### config.mk
export PLATFORM = sky130hd
export DESIGN_NAME = gb_joypad_p1
export DESIGN_NICKNAME = d
export VERILOG_FILES = /design/src/rtl/gb_joypad_p1.sv
export SDC_FILE = /design/constraint.sdc
export NUM_CORES = 1
export LEC_CHECK = 0
export BUFFER_PORTS_ARGS = -buffer_cell sky130_fd_sc_hd__buf_2
export CORE_MARGIN = 4
export CORE_UTILIZATION = 38
export CTS_CLUSTER_SIZE = 14
export DETAILED_ROUTE_END_ITERATION = 16
export PLACE_DENSITY = 0.73
export SKIP_CTS_REPAIR_TIMING = 1
export SYNTH_ARGS = -nofsm -noshare
export SYNTH_HDL_FRONTEND = slang
export SYNTH_SLANG_ARGS = --single-unit
### constraint.sdc
create_clock -name clk -period 1.1 [get_ports clk]
set_input_delay 0.165 -clock clk [delete_from_list [all_inputs] [get_ports clk]]
set_output_delay 0.165 -clock clk [all_outputs]
set_load 0.02 [all_outputs]
### src/rtl/gb_joypad_p1.sv
// Game Boy P1/JOYP register at $FF00: select latch toward ICD2,
// nibble read-back with post-select settling, joypad irq and STOP wake.
module gb_joypad_p1 #(
  parameter int SETTLE = 4
) (
  input  logic       clk,
  input  logic       reset,
  input  logic       ce,
  input  logic       sel,
  input  logic       cpu_wr,
  input  logic [7:0] cpu_di,
  output logic [7:0] cpu_do,
  output logic [1:0] joy_p54,
  input  logic [3:0] joy_din,
  output logic       irq,
  output logic       wake
);

  localparam int CW = (SETTLE > 0) ? $clog2(SETTLE + 1) : 1;
  localparam logic [CW-1:0] SETTLE_V = CW'(SETTLE);

  logic [1:0]    p54;
  logic [3:0]    nib;
  logic [CW-1:0] settle_cnt;
  logic          wr_hit;
  logic          p54_chg;

  assign wr_hit  = ce & sel & cpu_wr;
  assign p54_chg = cpu_di[5:4] != p54;

  always_ff @(posedge clk or posedge reset) begin
    if (reset) begin
      p54        <= 2'b11;
      nib        <= 4'hF;
      settle_cnt <= '0;
      irq        <= 1'b0;
    end else begin
      irq <= 1'b0;
      if (ce) begin
        // Sampling decision uses the count as it stood before any write
        if (settle_cnt != '0) begin
          settle_cnt <= settle_cnt - CW'(1);
        end else begin
          nib <= joy_din;
          irq <= |(nib & ~joy_din);
        end
        if (wr_hit) begin
          p54 <= cpu_di[5:4];
          if (p54_chg) settle_cnt <= SETTLE_V;
        end
      end
    end
  end

  assign joy_p54 = p54;
  assign cpu_do  = sel ? {2'b11, p54, nib} : 8'hFF;
  assign wake    = ~&nib;

endmodule
# Word-level counts from Yosys, hierarchy flattened
# Cells that the tools add are included.
dict set report totals {
  output_inout_bits 12
  ff_bits 10
  wordCells 23
  inputBits 17
}
dict set report op_classes {
  reduce_logical 6
  bitwise 5
  muxes 6
  eq_ne 1
  n_addsub 1
}
# cell n
set ops {}
lappend ops {{$mux W3} 3}
lappend ops {{$mux W6} 1}
lappend ops {{$and A4 B4 Y4} 1}
lappend ops {{$not A4 Y4} 1}
lappend ops {{$reduce_and A2 Y1} 2}
lappend ops {{$reduce_and A4 Y1} 1}
lappend ops {{$reduce_or A4 Y1} 1}
lappend ops {{$reduce_bool A3 Y1} 1}
lappend ops {{$sub A3 B1 Y3 const B} 1}
lappend ops {{$and A1 B1 Y1} 2}
lappend ops {{$mux W1} 2}
lappend ops {{$ne A2 B2 Y1} 1}
lappend ops {{$logic_not A1 Y1} 1}
lappend ops {{$not A1 Y1} 1}

# Logic depth before layout (Yosys ltp)
# Gate-level depths: netlist of run 1.
dict set report logic_depth {
  word_depth 5
  ltp_mapped 5
}

# Least setup slack after synthesis of run 1
# OpenSTA, ideal clock, no wires.
dict set report synth_timing {
  path_kind {reg-to-reg}
  start {register settle_cnt[0]}
  end {register nib[2]}
  setup_time_ns 0.082
  t_arrival_ns 1.080
  path_buffers 0
  setup_slack_ns -0.062
  required_time_ns 1.018
  period_less_slack_ns 1.162
  path_stages_with_launch 5
  cell_sequence {dfrtp_1 -> inv_1 -> ha_1 -> nand3b_4 -> mux2_4}
}
dict set report synth_between {
  elab_chain_cells 3
}
# element line_no
set synth_lines {}
lappend synth_lines {{start, declared} 24} ;# logic [CW-1:0] settle_cnt;
lappend synth_lines {{start signal, assigned} 42} ;# settle_cnt <= settle_cnt - CW'(1);
lappend synth_lines {{$reduce_bool A3 Y1} 41} ;# if (settle_cnt != '0) begin
lappend synth_lines {{$not A1 Y1 (no line)} --}
lappend synth_lines {{$reduce_and A2 Y1 (no line)} --}
lappend synth_lines {{end signal, assigned} 44} ;# nib <= joy_din;
lappend synth_lines {{end, declared} 23} ;# logic [3:0] nib;
# Every way passes these cells.
# A chain may end at the register's enable or synchronous reset.

# Final worst setup path of run 1
dict set report layout_timing {
  start {register p54[0], in the netlist joy_p54[0]}
  end {output cpu_do[4]}
}
dict set report layout_between {
  elab_chain_cells 1
}
# element line_no
set layout_lines {}
lappend layout_lines {{start, declared} 22} ;# logic [1:0] p54;
lappend layout_lines {{start signal, assigned} 48} ;# p54 <= cpu_di[5:4];
lappend layout_lines {{$mux W6} 56} ;# assign cpu_do = sel ? {2'b11, p54, nib} : 8'hFF;
lappend layout_lines {{end, declared} 12} ;# output logic [7:0] cpu_do,
# Every way passes these cells.

==> flow_summary_export.csv, run 1 <==
group,metric,value,unit
run_status,outcome,"finished, violations left",
run_status,violations,"setup timing",
drt,drcViolationCount,0,
timing,setup_viol,14,
final_layout,final_design_area_no_fill,879.6,sq um
timing,fin_crit_sh,1.180,
final_layout,drive_above_1_share,0.6353,
timing,fin_tns_setup,-1.555,ns
setup_path,r2r_end,"settle_cnt[2]",
worst_hold_path,hold_end,"nib[0]",
floorplan,rows,13,
power,power.total,2.055,mW
clocking,cts_root_buf,"clkbuf_4",
power,leakage,0.4412,nW
setup_path,rrSetupSlack,-0.12,ns
floorplan,die_h,46.71,microns
setup_path,worstPathMaxFanout,3,
timing,rsz0062_at_grt,"true",
floorplan,io_pins,29,
power,sw_frac_of_total,0.3480,
setup_path,required,0.94,ns
clocking,clkTransAtPathRegs,0.07,ns
global_route,grt-ovfl-total,0,
global_route,gr-usage-met1,0.1378,
logic_synthesis,synth_warnings,0,
drt,vias,478,
setup_path,crit_start,"joy_p54[0]",
placement,hpwl,900.7,microns
logic_synthesis,synthArstFlopShare,1.000,
drt,viasPerCell,4.780,
logic_synthesis,netlist_instances,53,
placement,placed_area,704.4,sq um
global_route,grt_use_total,0.1165,
power,p_clk_frac,0.134,
placement,routabilityCongestion,0.6894,
global_route,grt_antenna_before_repair,0,
timing,timing.fmax,770.5,MHz
logic_synthesis,synthFlopType,"dfstp_2",
setup_path,arrival,1.13,ns
clocking,cts_buffer_depth,2,
clocking,cts_buffers,3,
logic_synthesis,ys_seq_elements,10,
power,switchingPower,715.1,uW
timing,skew,0.01046,ns
global_route,grt_pass1_vias,393,
logic_synthesis,synth.distinct_cells,23,
placement,numPortBuffers,20,
floorplan,core-area,1350,sq um
logic_synthesis,synth_area_leaders,"dfstp_2 (28%), dfrtp_1 (18%), nand2b_1 (9.9%)",
global_route,use_met3,0.02344,
final_layout,final_util,0.6515,
clocking,htreeDepth,1,
drt,wirelength,1221,microns
setup_path,start_kind,"flip-flop",
timing,slew_violations,0,
drt,dr.pass1.iters,4,
worst_hold_path,min_path_cells,3,
final_layout,antenna_cells,0,
drt,drtIter0Drc,4,
floorplan,die-area,2181,sq um
setup_path,endpoint_kind,"output pin",
global_route,use_met2,0.1786,
final_layout,layout.nets,105,
drt,wl_per_cell,12.21,microns
global_route,grt_max_degree,11,
floorplan,initial_core_util,0.4217,
logic_synthesis,synth_top_area_cell,"dfstp_2",
logic_synthesis,yosysMostFrequentCell,"nand2b_1",
logic_synthesis,synth_area_per_cell,10.74,sq um
power,p_int,1.340,mW
setup_path,rr_startpoint,"joy_p54[1]",
power,p_seq_frac,0.335,
logic_synthesis,synth-seq-area-share,0.4527,
clocking,clkLatencyLatePin,0.27,ns
setup_path,reg2reg_depth,4,
logic_synthesis,netlist_top_cells_count,"nand2b_1 (9), dfstp_2 (6), inv_1 (5)",
final_layout,fill_cells,106,
global_route,grt_pass1_wl,1683,microns
floorplan,die_x,46.71,microns
worst_hold_path,worstHoldStart,"joy_din[0]",
timing,fin_ws,-0.1979,ns
power,ir_drop,1.208,mV
logic_synthesis,synth_area,569.3,sq um
job,maxCapViolations,0,
timing,hold_violations,0,
power,power_density,2337,nW/um^2
logic_synthesis,post-synth-top-area-fraction,0.2769,
worst_hold_path,worstHoldPathType,"in2reg",
drt,antenna_left,0,
clocking,cts_tree,"yes",
global_route,grt.busiest_layer,"met2",
final_layout,area_growth,54.51,%
setup_path,worst-setup-path-type,"reg2out",
timing,fin_crit,1.298,ns
timing,worst_hold_slack,0.1248,ns
power,combPwrFrac,0.532,
logic_synthesis,synth-edff-count,0,
clocking,clkSinkCount,10,
==> kinds of logic after synthesis <==
kind of cell / synth area share
simple gates: 0.2000
compound gates: 0.1143
flops: 0.4528
buf+inv: 0.05934
mux: 0.09231
fa+ha+maj: 0.04395
xor+xnor: 0.03077
other cells: 0.006587
==> how the worst max path moves through the flow <==
stage | end | slack (ns) | cells past startpoint
4_1_cts | cpu_do[5] | -0.24 | 3
5_1_grt | cpu_do[4] | -0.23 | 3
6_report | cpu_do[4] | -0.20 | 3
3_3_place_gp | settle_cnt[1] | -0.03 | 5
2_1_floorplan | settle_cnt[2] | -0.05 | 3
3_5_place_dp | settle_cnt[1] | -0.06 | 5
==> cells in the final DEF (no fill, tap or decap), drive strengths merged <==
cell type / netlist / layout
buf: 2 / 28
nand2b: 9 / 9
dfstp: 6 / 6
inv: 5 / 5
dfrtp: 4 / 4
clkbuf: 0 / 4
mux2: 4 / 4
nand2: 3 / 3
a21oi: 3 / 3
o21ai: 2 / 2
conb: 1 / 2
nand3: 2 / 2
xnor2: 2 / 2
ha: 2 / 2
nand3b: 1 / 1
a21o: 1 / 1
nor3: 1 / 1
a211o: 1 / 1
nand4: 1 / 1
a22oi: 1 / 1
a31oi: 1 / 1
a311oi: 1 / 1
dlygate4sd3: 0 / 1
==> per-layer routing <==
layer  vias up  wire, microns
li1        242              -
met4         0             46
met3         5             94
met1       212            509
met5         -              0
met2        19            571
==> flip-flops by register name, indices dropped and copies added (netlist names) <==
signal and cells:
joy_p54 2, irq 1, nib 4, settle_cnt 3
==> metrics by stage <==
stage	setup WS, ns	instances
floorplan	-0.05200	54
global placement	-0.02507	89
detailed placement	-0.05894	89
CTS	-0.2417	93
global route	-0.2255	100
finish	-0.1979	100
==> cell type report <==
class,instances,area [sq um],area share
Multi-Input combinational cell,37,337.8,0.3841
Sequential cell,10,257.7,0.2930
Timing Repair Buffer,29,220.2,0.2504
Clock buffer,4,26.28,0.02987
Inverter,5,18.77,0.02134
Tap cell,15,18.77,0.02134
==> power by group through the flow <==
| stage | combinational, mW | clock (mW) | sequential (mW) |
|---|---|---|---|
| global route | 1.19 | 0.289 | 0.704 |
| global placement | 0.736 | 0 | 0.695 |
| finish | 1.09 | 0.275 | 0.688 |
| floorplan | 0.556 | 0 | 0.702 |
| detailed placement | 0.767 | 0 | 0.703 |
| CTS | 0.766 | 0.279 | 0.697 |
==> worst max-delay path: stages, from the launching register on <==
cell and delay, ns:
dfstp_2 0.55, buf_6 0.10, nand2b_4 0.11, buf_6 0.11
Power figures use the tool's default switching activity.
==> run 2, diff against run 1 <==
--- a/config.mk
+++ b/config.mk
@@ -6,7 +6,7 @@
 export NUM_CORES = 1
 export LEC_CHECK = 0
 export BUFFER_PORTS_ARGS = -buffer_cell sky130_fd_sc_hd__buf_2
-export CORE_MARGIN = 4
+export CORE_MARGIN = 1
 export CORE_UTILIZATION = 38
 export CTS_CLUSTER_SIZE = 14
 export DETAILED_ROUTE_END_ITERATION = 16
==> run 2 against run 1 <==
Against the previous run:
- the run still ends with setup timing left
- routed wire length decreased by 5.0%
- clock skew decreased by 0.0083 ns
- design area decreased by 1.3%
- register-to-register slack improved by 0.05 ns
- critical path type unchanged
==> flow_summary_export.csv, run 2 (synthesized netlist as in run 1, its figures left out) <==
group,metric,value,unit
final_layout,area_growth,52.53,%
setup_path,endpoint_kind,"output pin",
drt,dr.pass1.iters,4,
global_route,grt_pass1_vias,366,
clocking,htreeDepth,1,
final_layout,final_cell_mix,"buf_2 (13), buf_6 (8), nand2b_1 (7), dfstp_2 (6), buf_4 (5)",
placement,numPortBuffers,20,
floorplan,die-area,1657,sq um
floorplan,rows,13,
run_status,violations,"setup timing",
power,leakage,0.4302,nW
timing,setup_viol,14,
clocking,cts_buffer_depth,2,
clocking,cts_root_buf,"clkbuf_4",
placement,hpwl,811,microns
worst_hold_path,worstHoldStart,"joy_din[0]",
timing,slew_violations,0,
global_route,grt_max_degree,11,
setup_path,cpPeakStageDelay,0.54,ns
final_layout,mostFrequentLayoutCell,"buf_2",
timing,fin_crit,1.267,ns
drt,antenna_left,0,
drt,wirelength,1160,microns
worst_hold_path,min_path_cells,3,
drt,drcViolationCount,0,
power,power.total,2.086,mW
setup_path,rrSetupSlack,-0.07,ns
timing,fin_ws,-0.1671,ns
setup_path,required,0.94,ns
worst_hold_path,hold_end,"nib[0]",
setup_path,critPathSlowestCell,"dfstp_2",
power,p_int,1.374,mW
setup_path,start_kind,"flip-flop",
global_route,grt_antenna_before_repair,0,
power,p_seq_frac,0.335,
timing,fin_crit_sh,1.152,
placement,routabilityCongestion,0.7968,
power,switchingPower,712.4,uW
floorplan,die_h,40.71,microns
final_layout,drive_above_1_share,0.6386,
setup_path,rr_startpoint,"settle_cnt[0]",
timing,hold_violations,0,
final_layout,fill_cells,115,
clocking,clkLatencyLatePin,0.25,ns
global_route,grt_use_total,0.1446,
clocking,cts_tree,"yes",
drt,wl_per_cell,11.84,microns
clocking,clkTransAtPathRegs,0.07,ns
setup_path,worst-setup-path-type,"reg2out",
setup_path,reg2reg_depth,4,
floorplan,core-area,1350,sq um
power,power_density,2403,nW/um^2
power,combPwrFrac,0.508,
final_layout,layout.nets,103,
global_route,grt_pass1_wl,1593,microns
clocking,cts_buffers,3,
job,maxCapViolations,0,
timing,rsz0062_at_grt,"true",
setup_path,crit_chain,"buf_6, nand2b_4, buf_6",
power,ir_drop,1.096,mV
power,p_clk_frac,0.157,
global_route,grt-ovfl-total,0,
power,sw_frac_of_total,0.3415,
final_layout,regMostFlops,"nib",
setup_path,r2r_end,"nib[3]",
setup_path,arrival,1.10,ns
floorplan,initial_core_util,0.4217,
setup_path,worstPathMaxFanout,3,
setup_path,crit_top_cell,"buf_6",
drt,drtIter0Drc,5,
final_layout,antenna_cells,0,
timing,timing.fmax,789.2,MHz
worst_hold_path,worstHoldPathType,"in2reg",
final_layout,largest_reg_flops,4,
timing,fin_tns_setup,-1.210,ns
drt,vias,479,
clocking,clkSinkCount,10,
floorplan,die_x,40.71,microns
run_status,outcome,"finished, violations left",
floorplan,io_pins,29,
timing,skew,0.002177,ns
drt,viasPerCell,4.888,
-- run 2: power by group through the flow --
stage          clock, mW  combinational, mW  sequential [mW]
2_1_floorplan          0              0.556            0.702
3_3_place_gp           0              0.724            0.695
3_5_place_dp           0              0.748            0.707
4_1_cts            0.337              0.754            0.700
5_1_grt            0.364               1.16            0.722
6_report           0.327               1.06            0.698
-- run 2: area by class of cell --
class / instances / area [sq um] / share of cell area
Sequential cell: 10 / 257.7 / 0.2968
Clock buffer: 4 / 36.28 / 0.04179
Multi-Input combinational cell: 37 / 334.1 / 0.3847
Inverter: 5 / 18.77 / 0.02161
Timing Repair Buffer: 27 / 202.7 / 0.2334
Tap cell: 15 / 18.77 / 0.02161
-- run 2: critical path, delay by kind of cell, from the launching register on --
kind | cells | cell delay (ns)
buf+inv | 2 | 0.20
flops | 1 | 0.54
simple gates | 1 | 0.10
-- run 2: routing by layer --
metal | wire length (microns) | track usage | up-vias
met5 | 0 | 0 | -
met4 | 0 | 0.02500 | 0
met3 | 53 | 0.03261 | 0
met2 | 573 | 0.2262 | 20
met1 | 533 | 0.2047 | 218
li1 | - | - | 241
-- run 2: worst max path at each step --
stage	startpoint	end	depth (start not counted)
3_5_place_dp	settle_cnt[1]	settle_cnt[1]	5
5_1_grt	joy_p54[0]	cpu_do[4]	3
6_report	joy_p54[0]	cpu_do[4]	3
4_1_cts	joy_p54[0]	cpu_do[4]	3
2_1_floorplan	joy_p54[0]	settle_cnt[2]	3
3_3_place_gp	settle_cnt[1]	settle_cnt[1]	5
-- run 2: per-stage QoR --
step	hold WS, ns	cell area (sq um)	setup WS [ns]	util	std cells
detailed placement	0.1615	704.4	-0.03740	0.5218	89
global route	0.1278	868.3	-0.2309	0.6432	98
floorplan	0.0008844	585.6	-0.05200	-	54
finish	0.1309	868.3	-0.1671	0.6432	98
CTS	-0.1179	740.7	-0.2025	0.5487	93
global placement	0.1575	704.4	-0.02833	0.5218	89
